### src/rtl/acc_req_issuer.sv
// acc_req_issuer: initiator side of the FPR accumulator request channel.
// Keeps one circular FIFO per accumulator and presents each FIFO head as a
// valid/ready request toward the register file. A push and a pop on the same
// channel in the same cycle leave the count unchanged and keep FIFO order.
// Optional build macro: ACC_REQ_BYPASS_EN adds a zero-latency path from the
// issue stage straight to req_data when the target queue is empty and the
// register file is ready. In that case the buffer is not written.
module acc_req_issuer #(
  parameter int unsigned N_ACC = 3,
  parameter int unsigned DEPTH = 4
) (
  input  logic                                       clk,
  input  logic                                       reset,
  input  logic                                       in_valid,
  output logic                                       in_ready,
  input  logic [$clog2(N_ACC)-1:0]                   in_acc,
  input  logic [31:0]                                in_data,
  output logic [N_ACC-1:0]                           req_valid,
  input  logic [N_ACC-1:0]                           req_ready,
  output logic [N_ACC-1:0][31:0]                     req_data,
  output logic                                       drained,
  output logic [N_ACC-1:0][$clog2(DEPTH):0]          occupancy
);

  localparam int unsigned AW = $clog2(N_ACC);
  localparam int unsigned PW = $clog2(DEPTH);
  localparam int unsigned CW = PW + 1;

  logic [31:0]   mem_q   [N_ACC][DEPTH];
  logic [PW-1:0] rptr_q  [N_ACC];
  logic [PW-1:0] wptr_q  [N_ACC];
  logic [CW-1:0] count_q [N_ACC];

  logic [N_ACC-1:0] sel;
  logic [N_ACC-1:0] push;
  logic [N_ACC-1:0] pop;
  logic [N_ACC-1:0] bypass;

  // Decode the target channel, then derive ready, push, pop and bypass per channel.
  always_comb begin
    in_ready = 1'b1;
    sel      = '0;
    push     = '0;
    pop      = '0;
    bypass   = '0;
    for (int unsigned i = 0; i < N_ACC; i++) begin
      sel[i] = (in_acc == AW'(i));
      if (sel[i]) begin
        in_ready = (count_q[i] != CW'(DEPTH));
      end
`ifdef ACC_REQ_BYPASS_EN
      bypass[i] = (count_q[i] == '0) && in_valid && sel[i] && req_ready[i];
`endif
      push[i] = in_valid && sel[i] && (count_q[i] != CW'(DEPTH)) && !bypass[i];
      pop[i]  = (count_q[i] != '0) && req_ready[i];
    end
  end

  // Present queue heads, or the incoming op while it bypasses an empty queue.
  always_comb begin
    drained   = 1'b1;
    req_valid = '0;
    req_data  = '0;
    occupancy = '0;
    for (int unsigned i = 0; i < N_ACC; i++) begin
      req_valid[i] = (count_q[i] != '0) || bypass[i];
      req_data[i]  = bypass[i] ? in_data : mem_q[i][rptr_q[i]];
      occupancy[i] = count_q[i];
      if (count_q[i] != '0) begin
        drained = 1'b0;
      end
    end
  end

  // Write accepted addends into the buffers. Contents survive reset.
  always_ff @(posedge clk) begin
    for (int unsigned i = 0; i < N_ACC; i++) begin
      if (push[i]) begin
        mem_q[i][wptr_q[i]] <= in_data;
      end
    end
  end

  // Advance pointers and counts. Reset empties every queue.
  always_ff @(posedge clk) begin
    for (int unsigned i = 0; i < N_ACC; i++) begin
      if (reset) begin
        rptr_q[i]  <= '0;
        wptr_q[i]  <= '0;
        count_q[i] <= '0;
      end else begin
        if (push[i]) begin
          wptr_q[i] <= wptr_q[i] + PW'(1);
        end
        if (pop[i]) begin
          rptr_q[i] <= rptr_q[i] + PW'(1);
        end
        count_q[i] <= count_q[i] + CW'(push[i]) - CW'(pop[i]);
      end
    end
  end

endmodule
### config.mk
export PLATFORM = sky130hd
export DESIGN_NAME = acc_req_issuer
export DESIGN_NICKNAME = d
export VERILOG_FILES = /design/src/rtl/acc_req_issuer.sv
export SDC_FILE = /design/constraint.sdc
export NUM_CORES = 1
export LEC_CHECK = 0
export ABC_AREA = 1
export BUFFER_PORTS_ARGS = -buffer_cell sky130_fd_sc_hd__buf_4
export CAP_MARGIN = 10
export CORE_MARGIN = 10
export CORE_UTILIZATION = 45
export DETAILED_ROUTE_END_ITERATION = 16
export HOLD_SLACK_MARGIN = 0.02
export PLACE_DENSITY = 0.69
export SYNTH_ARGS = -nofsm -noshare
export SYNTH_HDL_FRONTEND = slang
export SYNTH_SLANG_ARGS = --single-unit
### constraint.sdc
create_clock -name clk -period 3.35 [get_ports clk]
set_input_delay 0.1675 -clock clk [delete_from_list [all_inputs] [get_ports clk]]
set_output_delay 0.1675 -clock clk [all_outputs]
set_load 0.005 [all_outputs]
==> run summary <==
Summed over all nets, the switching power comes to 3.81 mW. The post-layout worst setup margin came out at 0.589 ns. The cell count after synthesis came out at 1,209. The post-placement worst setup slack is 1.05 ns. The final hold slack came out at 0.0473 ns.

The cell area power density is 708 nW/um^2. A synthesized cell averages 13.2 um^2. The detailed-routed wire length on met2 is 17,300 um. At the end of routability-driven placement, the weighted congestion stood at 0.790.

The library cell used as clock root buffer is sky130_fd_sc_hd__clkbuf_16. The wire length of the first global-routing pass is 55,600 um. The starting density of the core is 0.458. The maximum number of pins on one net before global-route repair came out at 68. The clock share of power came out at 0.348.

For this run, the total global-route usage over all layers was measured as 0.160. The setup TNS came out at 0 ns. The worst hold path begins at req_ready[1]. Max-cap violations in this run came to 0. The number of register bits inferred by synthesis came out at 405.

The count of endpoints failing hold in the final timing report is 0. The net count of the finished layout came out at 1,457. The sequential share of power is 0.429. The number of warning messages in the yosys log is 0. The per-cell via count in the routed design came out at 5.17.

The depth of the worst hold-timing path came out at 3. For the pin with the worst max-slew slack, the measured transition is 1.11 ns. After detailed placement, the total cell area comes to 17,500 um^2. In the final layout, the share of cells above drive strength 1 is 0.177. The portion of total power attributed to combinational logic came out at 0.224. STA classifies the critical path startpoint as a flip-flop. The number of pins exceeding their max-slew limit in the final report came out at 0. The total length of routed met3 wires is 2210 um. For the worst flop-to-flop path, the logic depth is 12.

The endpoint of the worst register-to-register path is count_q[1][2]. The number of antenna diodes came out at 0. The die is 208 um tall. The die is 208 um wide. The via total after detailed routing is 9,753.

The number of global-route vias before repair was 9,740. The finished layout holds 1,885 standard cells, fillers aside. The number of buffers inserted during clock tree synthesis is 42. The setup clock skew after layout came out at 0.00985 ns. The register area share after synthesis came out at 0.757. Setup repair after global routing left no endpoint under its margin. The share of the core filled with cells in the final layout came out at 0.553. The mapped cell area is 15,900 um^2. For this run, design rule violations remaining after detail routing come to 0. The critical setup path kind is flip-flop to output pin.

The share of the clock period used by the worst path came out at 0.824. For this block, the initial DRC count from the detailed router was 817. Clock tree synthesis found a total of 405 sinks. The post-route standard cell area excluding fillers is 19,200 um^2.

The area enclosed by the die boundary came out at 43,400 um^2. TritonCTS built the clock tree. The number of failing setup endpoints in the final timing report came out at 0. Along the worst path, the maximum fanout reaches 62.

The initial antenna violation count is 0. The total chip power came out at 13.6 mW. The path with the worst hold slack has its endpoint at rptr_q[1][0]. Dividing the detail-routed wire length by the instance count gives 19.2 um. The count of port buffers added during placement came out at 149.

For the worst setup path, the data required time is 3.18 ns. The buffers inserted during post-CTS setup optimization is 0. Synthesis produced a netlist with a net count of 1,270. The leakage power is 6.85 nW.

The number of iterations in the first detailed-routing pass came out at 5. VDD sags by at most 0.000496 V. The total congestion overflow after global routing is 0.

The top achievable clock speed came out at 0.362 GHz. The number of standard-cell rows in the floorplan came out at 68. The wire length after detailed routing came out at 36,300 um. In this run the deepest clock path goes through 3 buffers. The cell internal power dissipation came out at 9.81 mW.

The count of pins on the block boundary is 150. The worst flop-to-flop path startpoint is count_q[1][1]. The net switching share of the total power came out at 0.280. STA puts the critical path data arrival time at 2.59 ns. The number of gates resized after CTS came out at 0. The core footprint is 34,800 um^2. The wire length the detailed router placed on met1 came out at 16,100 um. After clock tree synthesis, the clock-pin slew on the worst setup and hold paths is 0.06 ns. The remaining number of nets flagged by the antenna check after routing is 0. The H-tree was split into 2 levels. The flow ran to the end, and the final reports show no timing, DRC or antenna violations.

The total half-perimeter wirelength after legalization and detailed placement is 22,400 um. STA classifies the critical path endpoint as an output pin. The layout overhead on the synthesized area is 20.6%. The worst-case headroom to the max-slew limit is 0.262.

The final critical delay including setup and external delays is 2.76 ns. The flop-to-flop setup slack is 1.04 ns. The clock reaches the later pin of the worst-skew pair after 0.53 ns. The highest layer touched by signal routing is met4. The unique cell type count in the Yosys netlist came out at 24. Including well taps, the total number of placed cells is 1,773. The min-delay analysis places its worst path in the category input pin to flip-flop.
-- layout by cell type, fill, tap and decap left out, types with 18 or more instances in the layout --
master                            n
sky130_fd_sc_hd__nor2_1         304
sky130_fd_sc_hd__buf_4          166
sky130_fd_sc_hd__o21ai_1         91
sky130_fd_sc_hd__dlygate4sd3_1   34
sky130_fd_sc_hd__ha_1            18
sky130_fd_sc_hd__nand2_1         28
sky130_fd_sc_hd__inv_1           53
sky130_fd_sc_hd__edfxtp_1       396
sky130_fd_sc_hd__o21ai_0        197
sky130_fd_sc_hd__clkbuf_16       42
-- cell usage after synthesis, drive strengths merged --
| cell type | n | area [um^2] |
|---|---|---|
| edfxtp | 396 | 11900 |
| nor2 | 317 | 1190 |
| o21ai | 288 | 1440 |
| inv | 60 | 238 |
| buf | 52 | 412 |
| nand2 | 28 | 105 |
| ha | 18 | 225 |
| nand3 | 14 | 75.1 |
| clkbuf | 10 | 50.1 |
| dfxtp | 9 | 180 |
| a21oi | 8 | 40.0 |
| fa | 3 | 60.1 |
| nand4 | 3 | 18.8 |
| nor3 | 1 | 5.00 |
| or2 | 1 | 6.26 |
| xnor2 | 1 | 8.76 |
-- logic make-up (layout without fill, tap and decap cells) --
logic type | Yosys count | after routing | synth area share
DFF | 405 | 405 | 0.757
and+or+nand+nor | 364 | 364 | 0.0879
buffers and inverters | 122 | 343 | 0.0439
AOI/OAI and AO/OA | 296 | 296 | 0.0929
adders and majority gates | 21 | 21 | 0.0179
xor gates and xnor gates | 1 | 1 | 0.000549
-- power groups by stage --
| stage | clock network (mW) | registers (mW) | logic (mW) |
|---|---|---|---|
| 6_report | 4.74 | 5.84 | 3.05 |
| 5_1_grt | 5.03 | 5.85 | 3.41 |
| 4_1_cts | 4.82 | 5.84 | 3.12 |
| 3_5_place_dp | 0 | 5.94 | 3.08 |
| 3_3_place_gp | 0 | 5.93 | 3.00 |
| 2_1_floorplan | 0 | 5.93 | 1.69 |
-- layout make-up --
class	count	area [um^2]
clock buffers	49	1080
clock inverters	29	332
fillers	2790	15600
inverters	60	238
multi-input cells	682	3270
flip-flops and latches	405	12100
well taps	455	569
repair buffers	205	1690
-- layer usage --
metal / vias to the layer above / global-route usage
met4: 0 / 0.0418
met3: 51 / 0.0323
met1: 4730 / 0.215
li1: 4663 / -
met2: 309 / 0.259
met5: - / 0
-- worst max path at each step --
stage	startpoint	end	slack, ns	cells past startpoint
3_5_place_dp	count_q[1][1]	count_q[1][2]	1.05	12
2_1_floorplan	count_q[0][1]	mem_q[0][0]	0.82	4
3_3_place_gp	count_q[1][1]	count_q[1][2]	1.07	12
4_1_cts	rptr_q[2][1]	req_data[95]	0.61	4
6_report	rptr_q[2][1]	req_data[95]	0.59	4
5_1_grt	rptr_q[2][1]	req_data[95]	0.44	4
-- timing repair --
item,CTS,global route
setup endpoints to repair,0,0
hold endpoints to repair,395,0
hold buffers,34,0
-- critical path, cell delays in order (launching register included) --
cell and delay, ns:
sky130_fd_sc_hd__edfxtp_1 0.45, sky130_fd_sc_hd__inv_2 0.82, sky130_fd_sc_hd__o21ai_0 0.26, sky130_fd_sc_hd__o21ai_0 0.34, sky130_fd_sc_hd__buf_4 0.17
-- registers in the layout, summed over array words and instances (netlist names) --
name,count
count_q,9
mem_q,384
wptr_q,6
rptr_q,6
Power figures use the tool's default switching activity.
